## src/rtl/vga_text_timing.sv

```systemverilog
// Raster timing generator with 8x16 text-cell decode; all outputs registered and mutually aligned.
// Optional blink phase generator enabled by defining VGA_TEXT_TIMING_BLINK_EN.
module vga_text_timing #(
  parameter int H_ACTIVE = 640,
  parameter int H_FP     = 16,
  parameter int H_SYNC   = 96,
  parameter int H_BP     = 48,
  parameter int V_ACTIVE = 480,
  parameter int V_FP     = 10,
  parameter int V_SYNC   = 2,
  parameter int V_BP     = 33,
  parameter bit HS_POL   = 1'b0,
  parameter bit VS_POL   = 1'b0
) (
  input  logic       CLK,
  input  logic       RESET,
  output logic       HSYNC,
  output logic       VSYNC,
  output logic       DE,
  output logic [9:0] X,
  output logic [9:0] Y,
  output logic [6:0] COL,
  output logic [4:0] ROW,
  output logic [2:0] GLYPH_X,
  output logic [3:0] GLYPH_Y,
  output logic       LINE_START,
  output logic       FRAME_START,
  output logic       BLINK
);

  localparam int H_TOTAL = H_ACTIVE + H_FP + H_SYNC + H_BP;
  localparam int V_TOTAL = V_ACTIVE + V_FP + V_SYNC + V_BP;

  localparam logic [9:0] H_LAST       = 10'(H_TOTAL - 1);
  localparam logic [9:0] H_FRONT_BEG  = 10'(H_ACTIVE);
  localparam logic [9:0] H_SYNC_BEG   = 10'(H_ACTIVE + H_FP);
  localparam logic [9:0] H_BACK_BEG   = 10'(H_ACTIVE + H_FP + H_SYNC);
  localparam logic [9:0] V_LAST       = 10'(V_TOTAL - 1);
  localparam logic [9:0] V_FRONT_BEG  = 10'(V_ACTIVE);
  localparam logic [9:0] V_SYNC_BEG   = 10'(V_ACTIVE + V_FP);
  localparam logic [9:0] V_BACK_BEG   = 10'(V_ACTIVE + V_FP + V_SYNC);

  typedef enum logic [1:0] {H_ACT, H_FRONT, H_SYNCS, H_BACK} h_state_t;
  typedef enum logic [1:0] {V_ACT, V_FRONT, V_SYNCS, V_BACK} v_state_t;

  h_state_t   h_state_r, h_state_s;
  v_state_t   v_state_r, v_state_s;
  logic [9:0] x_s, y_s;
  logic       line_wrap_s, frame_start_s, de_s, hs_s, vs_s, v_act_s;

  // Next-state counters and region FSMs; outputs decode from these so X/Y and flags stay aligned.
  always_comb begin
    line_wrap_s = (X == H_LAST);
    x_s = line_wrap_s ? 10'd0 : (X + 10'd1);
    if (line_wrap_s) begin
      y_s = (Y == V_LAST) ? 10'd0 : (Y + 10'd1);
    end else begin
      y_s = Y;
    end

    h_state_s = h_state_r;
    case (h_state_r)
      H_ACT:   h_state_s = (x_s == H_FRONT_BEG) ? H_FRONT : H_ACT;
      H_FRONT: h_state_s = (x_s == H_SYNC_BEG)  ? H_SYNCS : H_FRONT;
      H_SYNCS: h_state_s = (x_s == H_BACK_BEG)  ? H_BACK  : H_SYNCS;
      H_BACK:  h_state_s = (x_s == 10'd0)       ? H_ACT   : H_BACK;
      default: h_state_s = H_BACK;
    endcase

    v_state_s = v_state_r;
    if (line_wrap_s) begin
      case (v_state_r)
        V_ACT:   v_state_s = (y_s == V_FRONT_BEG) ? V_FRONT : V_ACT;
        V_FRONT: v_state_s = (y_s == V_SYNC_BEG)  ? V_SYNCS : V_FRONT;
        V_SYNCS: v_state_s = (y_s == V_BACK_BEG)  ? V_BACK  : V_SYNCS;
        V_BACK:  v_state_s = (y_s == 10'd0)       ? V_ACT   : V_BACK;
        default: v_state_s = V_BACK;
      endcase
    end else begin
      v_state_s = v_state_r;
    end

    v_act_s       = (v_state_s == V_ACT);
    de_s          = (h_state_s == H_ACT) && v_act_s;
    hs_s          = (h_state_s == H_SYNCS) ? HS_POL : ~HS_POL;
    vs_s          = (v_state_s == V_SYNCS) ? VS_POL : ~VS_POL;
    frame_start_s = (x_s == 10'd0) && (y_s == 10'd0);
  end

  // Registered raster state and every timing/cell output.
  always_ff @(posedge CLK) begin
    if (RESET) begin
      X           <= H_LAST;
      Y           <= V_LAST;
      h_state_r   <= H_BACK;
      v_state_r   <= V_BACK;
      DE          <= 1'b0;
      HSYNC       <= ~HS_POL;
      VSYNC       <= ~VS_POL;
      COL         <= 7'd0;
      ROW         <= 5'd0;
      GLYPH_X     <= 3'd0;
      GLYPH_Y     <= 4'd0;
      LINE_START  <= 1'b0;
      FRAME_START <= 1'b0;
    end else begin
      X           <= x_s;
      Y           <= y_s;
      h_state_r   <= h_state_s;
      v_state_r   <= v_state_s;
      DE          <= de_s;
      HSYNC       <= hs_s;
      VSYNC       <= vs_s;
      COL         <= de_s ? x_s[9:3] : 7'd0;
      GLYPH_X     <= de_s ? x_s[2:0] : 3'd0;
      ROW         <= v_act_s ? y_s[8:4] : 5'd0;
      GLYPH_Y     <= v_act_s ? y_s[3:0] : 4'd0;
      LINE_START  <= (x_s == 10'd0);
      FRAME_START <= frame_start_s;
    end
  end

`ifdef VGA_TEXT_TIMING_BLINK_EN
  logic [4:0] blink_cnt_r;

  // Frame counter: BLINK flips each time 32 frames have elapsed.
  always_ff @(posedge CLK) begin
    if (RESET) begin
      blink_cnt_r <= 5'd0;
      BLINK       <= 1'b0;
    end else if (frame_start_s) begin
      blink_cnt_r <= blink_cnt_r + 5'd1;
      BLINK       <= (blink_cnt_r == 5'd31) ? ~BLINK : BLINK;
    end else begin
      blink_cnt_r <= blink_cnt_r;
      BLINK       <= BLINK;
    end
  end
`else
  assign BLINK = 1'b0;
`endif

endmodule

```

## config.mk

```make
export PLATFORM = sky130hd
export DESIGN_NAME = vga_text_timing
export DESIGN_NICKNAME = d
export VERILOG_FILES = /design/src/rtl/vga_text_timing.sv
export SDC_FILE = /design/constraint.sdc
export NUM_CORES = 1
export LEC_CHECK = 0
export CORE_ASPECT_RATIO = 1.25
export CORE_MARGIN = 2
export CORE_UTILIZATION = 51
export DETAILED_ROUTE_END_ITERATION = 16
export GPL_TIMING_DRIVEN = 0
export PLACE_DENSITY = 0.79
export RECOVER_POWER = 100
export SETUP_SLACK_MARGIN = 0.1
export SYNTH_ARGS = -nofsm -noshare
export SYNTH_HDL_FRONTEND = slang
export SYNTH_SLANG_ARGS = --single-unit
```

## constraint.sdc

```tcl
create_clock -name CLK -period 3.4 [get_ports CLK]
set_input_delay 0.51 -clock CLK [delete_from_list [all_inputs] [get_ports CLK]]
set_output_delay 0.51 -clock CLK [all_outputs]
set_load 0.01 [all_outputs]
```

==> summary.txt, run 1 <==
Place
  • Placed cells: 367
  • Final HPWL DP: around 4.2 mm
  • GP Congestion: 0.9049
  • IO Port Bufs: 44

Cells and area
  • Fill cells: 359
  • Ant diodes: 0
  • Area Overhead vs Synth: 28.78%
  • Nets: roughly 320
  • Proportion of layout cells with a drive suffix above 1: between 10% and 20%
  • Final Non-Filler Cells: ~380

Pwr
  • Int Power: 1.159 mW
  • Share of total power in the clock network: 22.1%
  • PwrDens: 630.3 mW/mm²
  • Flop pwr share: 36.3%
  • Leakage: 1.207 nW
  • Sw frac: 39.86%
  • Switching pwr: 768.0 µW
  • Combinational share of power: 41.7%
  • Max IR drop VDD: 550.4 µV

Drt
  • Detailed-route wire length per cell: 15.68 µm
  • Vias: 2,154
  • Total length of routed wires: 5.910 mm
  • Routed Antenna Nets: 0
  • DRC viols: 0
  • Pre-antenna DRT Iters: 5
  • Initial DRC count: 218
  • Via/cell ratio: 5.714

Worst setup path
  • Cells along the critical path: buf_6, or4_4, nor4_4, o22ai_2, nor2_4, nand4_4, o41ai_4, buf_4, nand2_1, nor4b_2
  • Max incr delay on CP: between 500 and 600 ps
  • Largest delay share family, worst path: simple AND/OR/NAND/NOR gates
  • Crit path DAT: 3420 ps
  • CP Data Required Time: 3620 ps
  • Worst Path Buf+Inv: 2
  • CP Max Fanout: 9
  • Worst setup EP type: flop
  • CP startpoint kind: flop
  • Slowest cell on crit path: or4_4
  • WS Path Type: reg -> reg

STA
  • Clk_skew: 4.860 ps
  • Max Clk Rate: about 0.31 GHz
  • Count of final max-slew check failures: 0
  • Tcrit/Tclk final: around 94%
  • Slew headroom: 59.34%
  • Minimum clock period: approximately 3200 ps
  • Slew @ Worst Pin: 605.4 ps
  • RSZ-0062 raised after global routing: yes
  • Final setup violation count: 0
  • Hold Vio Cnt, Final: 0
  • Setup TNS: 0 ps

GRT
  • Busiest grt layer: met2
  • Total congestion overflow: 0
  • GR Util met2: 40.52%
  • First-pass GRT wire length: 8.804 mm
  • Largest net degree at the start of global routing: 17
  • Met1 global-route usage: 25.72%
  • Met3 usage: 3.361%
  • Vias in the first global route: about 1,900
  • GR Util All Layers: 22.00%
  • Initial antenna violation count: 0

Clock network
  • Worst-skew pair later-pin latency: 300 ps
  • CTS Root Cell: clkbuf_8
  • TritonCTS Buffers: 5
  • CTS Sinks: 48
  • H-Tree Depth: 2
  • CTS tree: yes
  • Clk slew on worst S/H paths: 90 ps
  • Clock Path Buffers: 2

Logic synthesis
  • Number of enable flip-flop cells after synthesis: 0
  • Commonest cells in the netlist: 48 x dfxtp_1, 29 x nor2_1, 20 x nand2_1
  • Post-synth cell types: between 50 and 60
  • Sequential share of the synthesized area: 40.48%
  • #FFs+latches synth: 48
  • Synth top area share: between 40 and 50%
  • Most used DFF post-synth: dfxtp_1
  • Yosys top cell by area: dfxtp_1
  • Avg Inst Size Synth: 8.957 µm²
  • Mapped Nets: ~270
  • Mapped cell area: 0.002374 mm²
  • Synthesis Warnings: 0
  • Synth area leaders: dfxtp_1 40%, nor2_1 4.6%, nand3_1 3.4%, xor2_1 3.3%, nand2_1 3.2%
  • Gate Count Post-Synth: between 200 and 300
  • Asr flop ratio synth: 0%
  • Most frequent cell after synthesis: dfxtp_1

Die
  • Die Ht: 80.27 µm
  • Core Region: 0.004425 mm²
  • Die W: ~65 µm
  • Row cnt: 27
  • Die area: 0.005219 mm²
  • Initial Util: 53.63%
  • I/O pin count: 47

Run status
  • Outcome: completed

Run
  • # Max-Cap Violations: 0

Worst hold path
  • Hold Path Class: reg -> reg
==> power groups by stage <==
stage | clock [mW] | combinational, mW | sequential [mW]
after floorplan | 0 | 0.526 | 0.716
after global placement | 0 | 0.782 | 0.708
after detailed placement | 0 | 0.789 | 0.710
after CTS | 0.430 | 0.794 | 0.698
after global routing | 0.456 | 0.867 | 0.708
final | 0.425 | 0.802 | 0.699
==> final timing paths <==
kind	startpoint	endpoint	cells past startpoint	slack [ps]
worst max-delay path	Y[5]	COL[2]	10	210
worst min-delay path	v_state_r[0]	v_state_r[1]	2	540
worst max register to register	Y[5]	COL[2]	10	210
worst min register to register	v_state_r[0]	v_state_r[1]	2	540
==> placed cells by master, fill, tap and decap left out, types with 7 or more instances in the layout <==
cell,n
nand2_1,20
xnor2_1,7
nor2_1,29
dlygate4sd3_1,44
xor2_1,8
dfxtp_1,46
nor4_1,9
nor3_1,9
nand3_1,16
o21ai_0,11
or2_2,10
inv_1,9
==> final cells by class <==
cell class	instances	area, µm²	share of cell area (%)
clock buffer	5	68.82	2.251
sequential	48	963.4	31.52
timing repair buffer	46	455.4	14.90
multi-input combinational	192	1320	43.18
buffer	16	96.34	3.152
inverter	9	33.78	1.105
clock inverter	3	46.29	1.515
tap	58	72.57	2.374
==> state kept, by name, indices dropped and copies added, names as in the netlist <==
register	flops
LINE_START	1
v_state_r	2
h_state_r	2
ROW	5
GLYPH_Y	4
FRAME_START	1
VSYNC	1
DE	1
GLYPH_X	3
COL	7
Y	10
HSYNC	1
X	10
==> per-stage QoR <==
stage               hold WS, ps  total power [mW]  util, %  area, µm²  setup WS [ps]
CTS                       538.0             1.922    68.02       3010          149.1
floorplan                 484.3             1.242        -       2374          462.4
detailed placement        514.2             1.499    65.22       2887         -62.10
global placement          512.3             1.489    65.22       2887         -47.60
finish                    538.3             1.927    69.07       3057          206.0
global route              551.3             2.031    69.07       3057          46.64
==> routing by layer <==
layer / up-vias / wire [µm]
met5: - / 0
met4: 0 / 102
met3: 10 / 278
met2: 81 / 3130
met1: 1009 / 2399
li1: 1054 / -
==> logic make-up (layout without fill, tap and decap cells) <==
group           after synthesis  after routing  synth area share, %
compound gates               38             38                12.28
xor+xnor                     17             17                6.273
fa+ha+maj                     4              4                2.109
buf+inv                      25             79                5.166
flops                        48             48                40.48
other cells                   1              1               0.1580
simple gates                132            132                33.53
==> worst register-to-register path, cell delays in order, from the launching register on <==
cell     delay, ps
dfxtp_1        330
buf_6          130
or4_4          570
nor4_4         550
o22ai_2        200
nor2_4         240
nand4_4        160
o41ai_4        450
buf_4          180
nand2_1         70
nor4b_2        250
==> timing repair <==
action / CTS / global route
pin swaps: 0 / 2
hold buffers: 0 / 0
setup endpoints to repair: 19 / 21
resized for setup: 2 / 13
cloned: 0 / 0
buffers inserted: 0 / 2
(Power assumes the default switching activity.)
==> run 2, diff against run 1 <==
- CORE_ASPECT_RATIO: 1.25 -> 2
- MAX_ROUTING_LAYER: unset -> met4
- clock period: 3.4 -> 3.6 ns (I/O delays scaled with it)
==> run 2 against run 1 <==
Via count grew 0.79%. Core utilization is 3.2 points lower. Maximum frequency fell by 2.6%. Hold slack got worse by 2.3 ps. Design area is 1.8% lower. Critical path depth is the same. Count of clock-buffer cells in the layout rose by 1. Sequential share of layout area rose by 0.49 points. Critical path type unchanged. Critical endpoint is now COL[3].
==> summary.txt, run 2 (synthesis results as in run 1) <==
Run status
  • Outcome: completed (unchanged)

GRT
  • Initial antenna violation count: 0 (unchanged)
  • Vias in the first global route: 2,018 (was 1,863)
  • Busiest grt layer: met2 (unchanged)
  • Met1 global-route usage: 23.86% (was 25.72%)
  • First-pass GRT wire length: 9.459 mm (was 8.804 mm)
  • Met3 usage: 2.967% (was 3.361%)
  • Total congestion overflow: 0 (unchanged)
  • Largest net degree at the start of global routing: 16 (was 17)
  • GR Util All Layers: 24.82% (was 22.00%)
  • GR Util met2: 46.74% (was 40.52%)

Die
  • Row cnt: 35 (was 27)
  • I/O pin count: 47 (unchanged)
  • Initial Util: 52.12% (was 53.63%)
  • Die W: 52.24 µm (was 65.02 µm)
  • Core Region: 0.004554 mm² (was 0.004425 mm²)
  • Die Ht: 100.5 µm (was 80.27 µm)
  • Die area: 0.005249 mm² (was 0.005219 mm²)

Worst setup path
  • R2R Setup Slk: 320 ps (was 210 ps)
  • Crit path DAT: 3470 ps (was 3420 ps)
  • CP startpoint kind: flop (unchanged)
  • Worst setup EP type: flop (unchanged)
  • R2R depth: 10 (unchanged)
  • WS Path Type: reg -> reg (unchanged)
  • CP Data Required Time: 3790 ps (was 3620 ps)
  • R2r endpoint: COL[3] (was COL[2])
  • CP Max Fanout: 10 (was 9)
  • Reg-to-reg critical path startpoint: X[0] (was Y[5])

Cells and area
  • Proportion of layout cells with a drive suffix above 1: 14.83% (was 16.93%)
  • Largest registers: X (10), Y (10), COL (7) (unchanged)
  • Ant diodes: 0 (unchanged)
  • Most frequent cells in the layout: 48 x dfxtp_1, 44 x dlygate4sd3_1, 29 x nor2_1 (was 46 x dfxtp_1, 44 x dlygate4sd3_1, 29 x nor2_1)
  • Nets: 322 (was 324)
  • Commonest non-fill, non-tap cell in the layout: dfxtp_1 (unchanged)
  • Area Overhead vs Synth: 26.46% (was 28.78%)

Worst hold path
  • Min-delay src: v_state_r[0] (unchanged)
  • Hold EP: v_state_r[1] (unchanged)
  • Hold Crit Depth: 2 (unchanged)
  • Hold Path Class: reg -> reg (unchanged)

Place
  • Place WS: 143.7 ps (was -62.10 ps)
  • Final HPWL DP: 4.604 mm (was 4.210 mm)
  • GP Congestion: 0.9224 (was 0.9049)
  • IO Port Bufs: 44 (unchanged)

Clock network
  • CTS Root Cell: clkbuf_8 (unchanged)
  • Clk slew on worst S/H paths: 90 ps (about the same)
  • TritonCTS Buffers: 5 (unchanged)
  • CTS tree: yes (unchanged)
  • Worst-skew pair later-pin latency: 300 ps (about the same)
  • H-Tree Depth: 2 (unchanged)
  • Post-CTS Hold Buffers: 0 (unchanged)
  • Clock Path Buffers: 2 (unchanged)
  • CTS Sinks: 48 (unchanged)

Drt
  • Initial DRC count: 70 (was 218)
  • Routed Antenna Nets: 0 (unchanged)
  • Detailed-route wire length per cell: 16.28 µm (was 15.68 µm)
  • Total length of routed wires: 6.057 mm (was 5.910 mm)
  • DRC viols: 0 (unchanged)
  • Pre-antenna DRT Iters: 4 (was 5)
  • Vias: 2,171 (was 2,154)
  • Via/cell ratio: 5.836 (was 5.714)

STA
  • Minimum clock period: 3280 ps (was 3194 ps)
  • Final setup violation count: 0 (unchanged)
  • RSZ-0062 raised after global routing: no (was yes)
  • Worst Slack Setup Final: 320.2 ps (was 206.0 ps)
  • Setup TNS: 0 ps (unchanged)
  • Hold Vio Cnt, Final: 0 (unchanged)
  • Clk_skew: 7.634 ps (was 4.860 ps)
  • Slew headroom: 59.19% (was 59.34%)
  • Slew @ Worst Pin: 607.5 ps (was 605.4 ps)
  • Max Clk Rate: 0.3049 GHz (was 0.3131 GHz)
  • Count of final max-slew check failures: 0 (unchanged)
  • Tcrit/Tclk final: 91.11% (was 93.94%)

Pwr
  • PwrDens: 576.1 mW/mm² (was 630.3 mW/mm²)
  • Max IR drop VDD: 490.0 µV (was 550.4 µV)
  • Leakage: 1.218 nW (was 1.207 nW)

Run
  • # Max-Cap Violations: 0 (unchanged)
==> run 2: changes by cell type in the layout (fill, tap and decap cells not counted) <==
cell / before / now
buf_4: 5 / 2
dfxtp_2: 2 / 0
nor4b_2: 3 / 0
nor4b_1: 3 / 5
nor4b_4: 0 / 1
clkbuf_8: 5 / 6
clkinvlp_4: 1 / 2
dfxtp_1: 46 / 48
nor4_4: 3 / 2
nor4_2: 0 / 1
clkbuf_1: 5 / 6
bufinv_16: 1 / 0
inv_6: 1 / 0
==> run 2: per-layer routing <==
layer | vias up | wire, µm
met1 | 1034 | 2110
met3 | 15 | 214
li1 | 1050 | -
met2 | 72 | 3558
met4 | 0 | 174
met5 | - | 0
==> run 2: final cells by class <==
| type | count | area, µm² |
|---|---|---|
| Inverter | 9 | 33.78 |
| Fill cell | 390 | 1553 |
| Clock inverter | 2 | 15.01 |
| Sequential cell | 48 | 960.9 |
| Multi-Input combinational cell | 192 | 1308 |
| Buffer | 16 | 92.59 |
| Clock buffer | 6 | 82.58 |
| Tap cell | 55 | 68.82 |
| Timing Repair Buffer | 44 | 440.4 |
==> run 2: worst max path at each step <==
stage | slack [ps] | start | cells past startpoint | end
6_report | 320 | X[0] | 10 | COL[3]
2_1_floorplan | 660 | X[0] | 12 | COL[4]
3_5_place_dp | 140 | X[0] | 11 | COL[3]
3_3_place_gp | 190 | X[0] | 12 | COL[4]
5_1_grt | 70 | X[0] | 10 | COL[2]
4_1_cts | 110 | X[0] | 11 | COL[3]
==> run 2: report_power, final <==
part	internal, mW	switching, mW
Clock	0.155	0.175
Combinational	0.292	0.446
Sequential	0.583	0.0768
==> run 2: repair_timing <==
item | CTS | global route
buffers inserted | 0 | 0
endpoints found under the hold margin | 0 | 0
resized for setup | 0 | 7
setup endpoints to repair | 0 | 20
==> run 2: critical path, stage by stage (launching register included) <==
cell	delay, ps
dfxtp_1	460
ha_1	270
and4_1	200
buf_2	150
nor2_1	50
a311o_1	310
or4_1	610
nor4_1	350
a31oi_1	200
clkbuf_4	240
nor4_1	320
==> run 2: metrics by stage <==
stage,hold WS (ps),total power [mW],area [µm²],utilization (%),std cells
2_1_floorplan,484.3,1.173,2374,-,265
3_3_place_gp,504.5,1.404,2883,63.30,364
3_5_place_dp,515.0,1.412,2883,63.30,364
4_1_cts,532.9,1.744,2980,65.44,372
5_1_grt,561.7,1.838,3002,65.91,372
6_report,536.0,1.729,3002,65.91,372
==> run 3, diff against run 2 <==
- MAX_ROUTING_LAYER: met4 -> unset
- TNS_END_PERCENT: unset -> 100
==> run 3 against run 2 <==
Sequential share of layout area is 0.41 points higher. Count of clock-buffer cells in the layout is 1 lower. Design area is 1.3% lower. Non-clock buffer count stayed put. Combinational power hardly changed. Critical path depth is 2 higher. Flip-flop and latch count stayed put. Hold slack worse by 5.9 ps. Die area stayed put. First-iteration DRC count is 37% higher. Power is 1.2% lower. Core utilization is 0.82 points lower.
==> summary.txt, run 3 (synthesis results as in run 1) <==
Pwr
  • Leakage: 1.213 nW (was 1.218 nW)
  • Max IR drop VDD: 476.0 µV (was 490.0 µV)
  • PwrDens: 576.3 mW/mm² (was 576.1 mW/mm²)
  • Overall Power: 1.708 mW (was 1.729 mW)

STA
  • Count of final max-slew check failures: 0 (unchanged)
  • RSZ-0062 raised after global routing: no (unchanged)
  • Fin Hold WS: 530.1 ps (was 536.0 ps)
  • Slew @ Worst Pin: 565.6 ps (was 607.5 ps)
  • Final setup violation count: 0 (unchanged)
  • Worst Slack Setup Final: 243.6 ps (was 320.2 ps)
  • Tcrit/Tclk final: 93.23% (was 91.11%)
  • Minimum clock period: 3356 ps (was 3280 ps)
  • Max Clk Rate: 0.2979 GHz (was 0.3049 GHz)
  • Slew headroom: 62.01% (was 59.19%)
  • Clk_skew: 7.444 ps (was 7.634 ps)
  • Hold Vio Cnt, Final: 0 (unchanged)
  • Setup TNS: 0 ps (unchanged)

Clock network
  • CTS Root Cell: clkbuf_8 (unchanged)
  • Clk slew on worst S/H paths: 90 ps (about the same)
  • TritonCTS Buffers: 5 (unchanged)
  • CTS tree: yes (unchanged)
  • Post-CTS Hold Buffers: 0 (unchanged)
  • H-Tree Depth: 2 (unchanged)
  • Worst-skew pair later-pin latency: 310 ps (was 300 ps)
  • CTS Sinks: 48 (unchanged)
  • Clock Path Buffers: 2 (unchanged)

Worst setup path
  • Crit path DAT: 3570 ps (was 3470 ps)
  • WS Path Type: reg -> reg (unchanged)
  • CP startpoint kind: flop (unchanged)
  • Worst setup EP type: flop (unchanged)
  • CP Max Fanout: 10 (unchanged)
  • CP Data Required Time: 3810 ps (was 3790 ps)

Drt
  • Detailed-route wire length per cell: 16.72 µm (was 16.28 µm)
  • Pre-antenna DRT Iters: 4 (unchanged)
  • Via/cell ratio: 5.849 (was 5.836)
  • Initial DRC count: 96 (was 70)
  • Total length of routed wires: 6.202 mm (was 6.057 mm)
  • DRC viols: 0 (unchanged)
  • Vias: 2,170 (was 2,171)
  • Routed Antenna Nets: 0 (unchanged)

Run
  • # Max-Cap Violations: 0 (unchanged)

Die
  • Die W: 52.24 µm (unchanged)
  • Core Region: 0.004554 mm² (unchanged)
  • Initial Util: 52.12% (unchanged)
  • Die Ht: 100.5 µm (unchanged)
  • I/O pin count: 47 (unchanged)
  • Row cnt: 35 (unchanged)
  • Die area: 0.005249 mm² (unchanged)

Cells and area
  • Most frequent cells in the layout: 48 x dfxtp_1, 44 x dlygate4sd3_1, 29 x nor2_1 (unchanged)
  • Fill cells: 407 (was 390)
  • Largest registers: X (10), Y (10), COL (7) (unchanged)
  • Final Non-Filler Cells: 371 (was 372)
  • Area Overhead vs Synth: 24.88% (was 26.46%)
  • Final core occ: 65.08% (was 65.91%)
  • Final Cell Area: 0.002964 mm² (was 0.003002 mm²)
  • Area of the multi-input gates: 0.001286 mm² (was 0.001308 mm²)
  • Ant diodes: 0 (unchanged)
  • Commonest non-fill, non-tap cell in the layout: dfxtp_1 (unchanged)
  • Proportion of layout cells with a drive suffix above 1: 13.92% (was 14.83%)
  • Reg area: 960.9 µm² (unchanged)
  • Nets: 322 (unchanged)

Place
  • Post-Place Cell Area: 0.002883 mm² (unchanged)
  • Final HPWL DP: 4.646 mm (was 4.604 mm)
  • GP Congestion: 0.9095 (was 0.9224)
  • IO Port Bufs: 44 (unchanged)
  • Placed cells: 364 (unchanged)
  • Place WS: 141.7 ps (was 143.7 ps)

GRT
  • Largest net degree at the start of global routing: 15 (was 16)
  • First-pass GRT wire length: 9.998 mm (was 9.459 mm)
  • Total congestion overflow: 0 (unchanged)
  • Initial antenna violation count: 0 (unchanged)
  • GR Util All Layers: 25.88% (was 24.82%)
  • Vias in the first global route: 2,073 (was 2,018)

Worst hold path
  • Hold Path Class: reg -> reg (unchanged)

Run status
  • Outcome: completed (unchanged)
-- run 3: area by class of cell --
| cell class | count | area share [%] |
|---|---|---|
| Timing Repair Buffer | 44 | 14.86 |
| Sequential cell | 48 | 32.42 |
| Buffer | 16 | 3.124 |
| Tap cell | 55 | 2.322 |
| Multi-Input combinational cell | 192 | 43.39 |
| Clock buffer | 5 | 2.322 |
| Inverter | 9 | 1.140 |
| Clock inverter | 2 | 0.4221 |
-- run 3: worst paths after layout --
kind                            slack, ps  depth (start not counted)          from      endpoint
worst max-delay path                  240                         12          X[0]        COL[4]
worst min-delay path                  530                          2  v_state_r[0]  v_state_r[1]
worst min register to register        530                          2  v_state_r[0]  v_state_r[1]
worst max register to register        240                         12          X[0]        COL[4]
-- run 3: critical path: stages, from the launching register on --
cell      delay (ps)
dfxtp_1          470
ha_1             270
and4_1           200
buf_2            160
and3_1           220
clkbuf_2         280
nand4_1          150
xor2_1           330
nand4_4          190
o41ai_4          450
nand2_4          170
buf_6            180
nor4_1           190
-- run 3: power by group --
part | total (mW) | switching [mW] | internal [mW] | leakage, nW
clock | 0.309 | 0.177 | 0.132 | 0.0400
sequential | 0.659 | 0.0757 | 0.583 | 0.389
combinational | 0.740 | 0.448 | 0.292 | 0.784
total | 1.71 | 0.701 | 1.01 | 1.21
-- run 3: routing by layer --
metal / part of all wire (%) / global-route usage (%)
met1: 35 / 26.79
met2: 55 / 46.25
met3: 4.3 / 3.116
met4: 6.1 / 17.55
met5: 0 / 0
-- run 3: what timing repair did --
action | 4_1_cts | 5_1_grt
endpoints found under the setup margin | 0 | 20
gates resized for setup | 0 | 6
buffers inserted | 0 | 0
